$ cat config.mk
export PLATFORM = sky130hd
export DESIGN_NAME = led_breathe
export DESIGN_NICKNAME = d
export VERILOG_FILES = /design/src/rtl/led_pkg.sv /design/src/rtl/led_breathe_pwm_gen.sv /design/src/rtl/led_breathe.sv
export SDC_FILE = /design/constraint.sdc
export NUM_CORES = 1
export LEC_CHECK = 0
export ABC_AREA = 1
export BUFFER_PORTS_ARGS = -buffer_cell sky130_fd_sc_hd__clkbuf_2
export CAP_MARGIN = 0
export CORE_AREA = 4 4 82 84
export CTS_CLUSTER_DIAMETER = 120
export DETAILED_ROUTE_END_ITERATION = 7
export DIE_AREA = 0 0 86 88
export PLACE_DENSITY = 0.54
export SKIP_CTS_REPAIR_TIMING = 1
export SLEW_MARGIN = 0
export SYNTH_ARGS = -nofsm -noshare
export SYNTH_HDL_FRONTEND = slang
export SYNTH_SLANG_ARGS = --single-unit
$ cat constraint.sdc
create_clock -name clock -period 2.1 [get_ports clock]
set_input_delay 0.21 -clock clock [delete_from_list [all_inputs] [get_ports clock]]
set_output_delay 0.21 -clock clock [all_outputs]
set_load 0.005 [all_outputs]
$ cat src/rtl/led_pkg.sv
// Shared definitions for the LED breathing controller: state encoding and defaults.
// Build option LED_ACTIVE_LOW_EN selects an active-low LED pin (off level = 1).
package led_pkg;

    localparam int PWM_BITS_DEF = 8;

    typedef logic [2:0] state_t;

    localparam state_t IDLE      = 3'd0;
    localparam state_t RAMP_UP   = 3'd1;
    localparam state_t HOLD_HIGH = 3'd2;
    localparam state_t RAMP_DOWN = 3'd3;
    localparam state_t HOLD_LOW  = 3'd4;

`ifdef LED_ACTIVE_LOW_EN
    localparam logic LED_OFF = 1'b1;
`else
    localparam logic LED_OFF = 1'b0;
`endif

endpackage

$ cat src/rtl/led_breathe_pwm_gen.sv
// Free-running PWM counter with a registered compare output driving the LED pin.
// The pin polarity comes from led_pkg::LED_OFF (LED_ACTIVE_LOW_EN build option).
module pwm_gen
    import led_pkg::*;
#(
    parameter int PWM_BITS = PWM_BITS_DEF
) (
    input  logic                clock,
    input  logic                reset,
    input  logic [PWM_BITS-1:0] duty,
    output logic                led
);

    logic [PWM_BITS-1:0] pwm_cnt;

    always_ff @(posedge clock) begin
        if (reset) begin
            pwm_cnt <= '0;
        end else begin
            pwm_cnt <= pwm_cnt + 1'b1;
        end
    end

    // XOR with the off level maps "on" to the correct pin polarity.
    always_ff @(posedge clock) begin
        if (reset) begin
            led <= LED_OFF;
        end else begin
            led <= (pwm_cnt < duty) ^ LED_OFF;
        end
    end

endmodule

$ cat src/rtl/led_breathe.sv
// LED breathing controller: tick-paced ramp up / hold / ramp down / hold of a PWM duty.
// Build option LED_ACTIVE_LOW_EN inverts the LED pin (handled in led_pkg / pwm_gen).
//
//  state     | meaning
//  ----------+---------------------------------------------------
//  IDLE      | stopped, duty 0; first tick starts the ramp
//  RAMP_UP   | duty rises by STEP per tick, saturating at MAX
//  HOLD_HIGH | duty at MAX for HOLD_TICKS ticks
//  RAMP_DOWN | duty falls by STEP per tick, saturating at 0
//  HOLD_LOW  | duty at 0 for HOLD_TICKS ticks
module led_breathe
    import led_pkg::*;
#(
    parameter int PWM_BITS   = PWM_BITS_DEF,
    parameter int STEP       = 1,
    parameter int HOLD_TICKS = 16
) (
    input  logic                clock,
    input  logic                reset,
    input  logic                tick,
    input  logic                enable,
    output logic                led,
    output logic [PWM_BITS-1:0] duty,
    output logic [2:0]          state
);

    localparam int HW        = (HOLD_TICKS > 1) ? $clog2(HOLD_TICKS) : 1;
    localparam int HOLD_LAST = (HOLD_TICKS > 0) ? HOLD_TICKS - 1 : 0;

    localparam logic [PWM_BITS-1:0] DUTY_MAX  = '1;
    localparam logic [PWM_BITS-1:0] STEP_W    = PWM_BITS'(STEP);
    localparam logic [HW-1:0]       HOLD_LAST_W = HW'(HOLD_LAST);

    logic [HW-1:0]       hold_cnt;
    logic [PWM_BITS:0]   duty_sum;
    logic [PWM_BITS-1:0] duty_up;
    logic [PWM_BITS-1:0] duty_dn;

    // Saturating step arithmetic: no wrap at either end of the range.
    always_comb begin
        duty_sum = {1'b0, duty} + {1'b0, STEP_W};
        duty_up  = (duty_sum > {1'b0, DUTY_MAX}) ? DUTY_MAX : duty_sum[PWM_BITS-1:0];
        duty_dn  = (duty < STEP_W) ? '0 : duty - STEP_W;
    end

    always_ff @(posedge clock) begin
        if (reset || !enable) begin
            state    <= IDLE;
            duty     <= '0;
            hold_cnt <= '0;
        end else if (tick) begin
            case (state)
                IDLE: begin
                    state <= RAMP_UP;
                end
                RAMP_UP: begin
                    duty <= duty_up;
                    if (duty_up == DUTY_MAX) begin
                        state    <= (HOLD_TICKS == 0) ? RAMP_DOWN : HOLD_HIGH;
                        hold_cnt <= '0;
                    end
                end
                HOLD_HIGH: begin
                    hold_cnt <= hold_cnt + 1'b1;
                    if (hold_cnt == HOLD_LAST_W) begin
                        state <= RAMP_DOWN;
                    end
                end
                RAMP_DOWN: begin
                    duty <= duty_dn;
                    if (duty_dn == '0) begin
                        state    <= (HOLD_TICKS == 0) ? RAMP_UP : HOLD_LOW;
                        hold_cnt <= '0;
                    end
                end
                HOLD_LOW: begin
                    hold_cnt <= hold_cnt + 1'b1;
                    if (hold_cnt == HOLD_LAST_W) begin
                        state <= RAMP_UP;
                    end
                end
                default: begin
                    state    <= IDLE;
                    duty     <= '0;
                    hold_cnt <= '0;
                end
            endcase
        end
    end

    pwm_gen #(
        .PWM_BITS(PWM_BITS)
    ) u_pwm_gen (
        .clock(clock),
        .reset(reset),
        .duty (duty),
        .led  (led)
    );

endmodule

==> metrics.txt <==
outcome=completed; count of state elements after synthesis=24; Root Driver=clkbuf_8; via count of the first global-routing pass=1635; number of clock sinks=24; layout filler cell count=667; number of remaining DRC errors=0; number of distinct standard cells referenced by the synthesized netlist=29; largest voltage drop on the vdd net=~0.23 mV; hold violation count in the final report=0; RSZ-0062 raised after global routing=no; Setup crit end kind=flip-flop; final setup vio count=0; Antenna Nets Post-Route=0; die height=between 80 and 90 µm; final worst path period share=roughly nine tenths; number of DRC markers after the initial detailed-route iteration=123; combined area of all synthesized cells=~1700 µm²; post-route clock skew=between 7 and 8 ps; flop2flop setup slack=about 240 ps; global-route usage over all layers=12.3%; Post-synth EDFFs=0; first-pass detailed-route iteration total=4; wire length of the first global-routing pass=7530 µm; setup_tns=0 ps; Max FO, Critical Path=8; Ant. Diodes=0; worst-case clock buffer depth=2; number of warnings printed during yosys synthesis=0; max capacitance violation total=0; Synth async-reset ratio=0%; category of the worst setup path launch point=flip-flop; number of instances in the synthesized netlist=278; overall overflow remaining after global route=0; transition time at the pin with the least slew margin=576 ps; clock slew seen by the registers of the worst setup and hold paths=100 ps; initial antenna violation count=0; CP max stage cell=dfxtp_2; final count of pins violating max slew=0; HPWL after detailed placement=3530 µm; floorplan core area=roughly 6000 µm²; CTS tree=done; worst min-delay path category=input pin to flip-flop; syn_area_per_cell=between 6 and 7 µm²; most frequent CP cell=nand2_1; count of buffers inserted at the top-level ports=15; Starting Density=between 20 and 30%; Routability Congestion=0.847; Area contributors post-synth=dfxtp_1 28%, nand2_1 18%, ha_1 8.6%; area delta synth->final=16.4%; Max transition margin=61.4%; vias after detailed routing=1753; boundary pin count=16; Mapped Nets=294; cells along the critical path=inv_1, ha_4, inv_1, nor2_1, nand2_1, nor2_1, nand2_1, nand2_1, nand3_1, nor2_2, nand3_4, nand2_1, nand2_1, nor2_1; post-DR vias/cell=4.64; most frequent cells after synthesis=84 x nand2_1, 40 x nor2_1, 31 x inv_1, 24 x dfxtp_1, 17 x a21oi_1; most instantiated flip-flop cell in the synthesis netlist=dfxtp_1; Power Density=463 nW/µm²; Synth top area share=27.7%; full die area=7570 µm²; number of nets at the end of the flow=320; register area share after synthesis=27.7%; Static Leakage=0.947 nW; min Tclk post-route=1860 ps; CP Data Arrival Time=2080 ps; cts bufs inserted=3; Buffers & Inverters on Critical Path=2; number of cell rows=28; CTS H-Tree Depth=1; Clock Latency Late Sink=roughly 280 ps; CP Data Required Time=2320 ps; DR WL/cell=11.6 µm; count leader, synth=nand2_1; post-route total power=0.935 mW; highest clock frequency the design can meet=between 500 and 600 MHz; fraction of layout instances using a drive strength above 1=15.5%; CP max stage delay=370 ps; Worst Path Class, Setup=flip-flop to flip-flop; floorplan die width=86 µm; Routed WL=4370 µm; category of cells accounting for the largest share of critical-path delay=simple AND/OR/NAND/NOR gates; maximum number of pins on one net before global-route repair=14; library cell occupying the most area in the post-synthesis netlist=dfxtp_1
metal layers:
layer | GRT usage (%) | wire, µm | share of wire (%)
met2 | 22.4 | 2220 | 51
met1 | 15.2 | 2030 | 46
met3 | 2.54 | 124 | 2.8
met4 | 2.16 | 0 | 0
met5 | 0 | 0 | 0
placed cells by master (no fill, tap or decap), drive strengths merged, types with 2 or more instances in the layout:
cell / netlist / final
inv: 33 / 33
o21bai: 2 / 2
o21ai: 14 / 14
nand4: 4 / 4
nand3: 19 / 19
nor2: 49 / 49
clkbuf: 0 / 19
nand2: 86 / 86
dfxtp: 24 / 24
nor3: 7 / 7
buf: 1 / 7
a31oi: 2 / 2
xnor2: 2 / 2
a21oi: 17 / 17
ha: 12 / 12
worst register-to-register path, stage by stage (launching register included):
cell and delay [ps]:
dfxtp_2 370, inv_1 100, ha_4 300, inv_1 50, nor2_1 100, nand2_1 60
nor2_1 120, nand2_1 60, nand2_1 50, nand3_1 100, nor2_2 140, nand3_4 130
nand2_1 80, nand2_1 50, nor2_1 100
cell families after synthesis:
group	after synthesis	synth area share, %
AND/OR/NAND/NOR	168	43.3
buffers and inverters	35	7.78
AO/OA/AOI/OAI	36	11.1
flip-flops	24	27.7
XOR/XNOR	3	1.51
adder cells (fa/ha/maj)	12	8.65
power breakdown:
group          total (mW)  switching (mW)  internal (mW)
Clock               0.334           0.166          0.168
Sequential          0.481          0.0126          0.468
Combinational       0.120          0.0746         0.0454
Total               0.935           0.253          0.681
area by class of cell:
class                      instances  area, µm²  share of cell area, %
clock buffer                       4       55.1                   2.72
inverter                          34        128                   6.32
multi-input combinational        219       1130                   56.1
sequential                        24        483                   23.9
tap                               75       93.8                   4.64
timing repair buffer              22        128                   6.32
path summary, 6_finish.rpt:
kind | start | endpoint | depth (start not counted)
max | duty[1]$_SDFFE_PP0P_ | hold_cnt[3]$_SDFFE_PP0P_ | 14
max reg2reg | duty[1]$_SDFFE_PP0P_ | hold_cnt[3]$_SDFFE_PP0P_ | 14
min | reset | u_pwm_gen.pwm_cnt[7]$_SDFF_PP0_ | 2
min reg2reg | u_pwm_gen.pwm_cnt[0]$_SDFF_PP0_ | u_pwm_gen.pwm_cnt[0]$_SDFF_PP0_ | 1
metrics by stage:
| step | cells | cell area, µm² | utilization [%] | hold WS [ps] | setup slack [ps] |
|---|---|---|---|---|---|
| 4_1_cts | 378 | 2010 | 33.9 | 173 | 103 |
| 3_3_place_gp | 374 | 1950 | 32.9 | 449 | 202 |
| 2_1_floorplan | 278 | 1740 | - | 277 | 268 |
| 5_1_grt | 378 | 2020 | 34.1 | 169 | 1.51 |
| 3_5_place_dp | 374 | 1950 | 32.9 | 448 | 127 |
| 6_report | 378 | 2020 | 34.1 | 181 | 242 |
state kept, by name, indices dropped and copies added (netlist names):
| signal | flops |
|---|---|
| duty | 8 |
| hold_cnt | 4 |
| state | 3 |
| u_pwm_gen.led | 1 |
| u_pwm_gen.pwm_cnt | 8 |
Power figures use the tool's default switching activity.
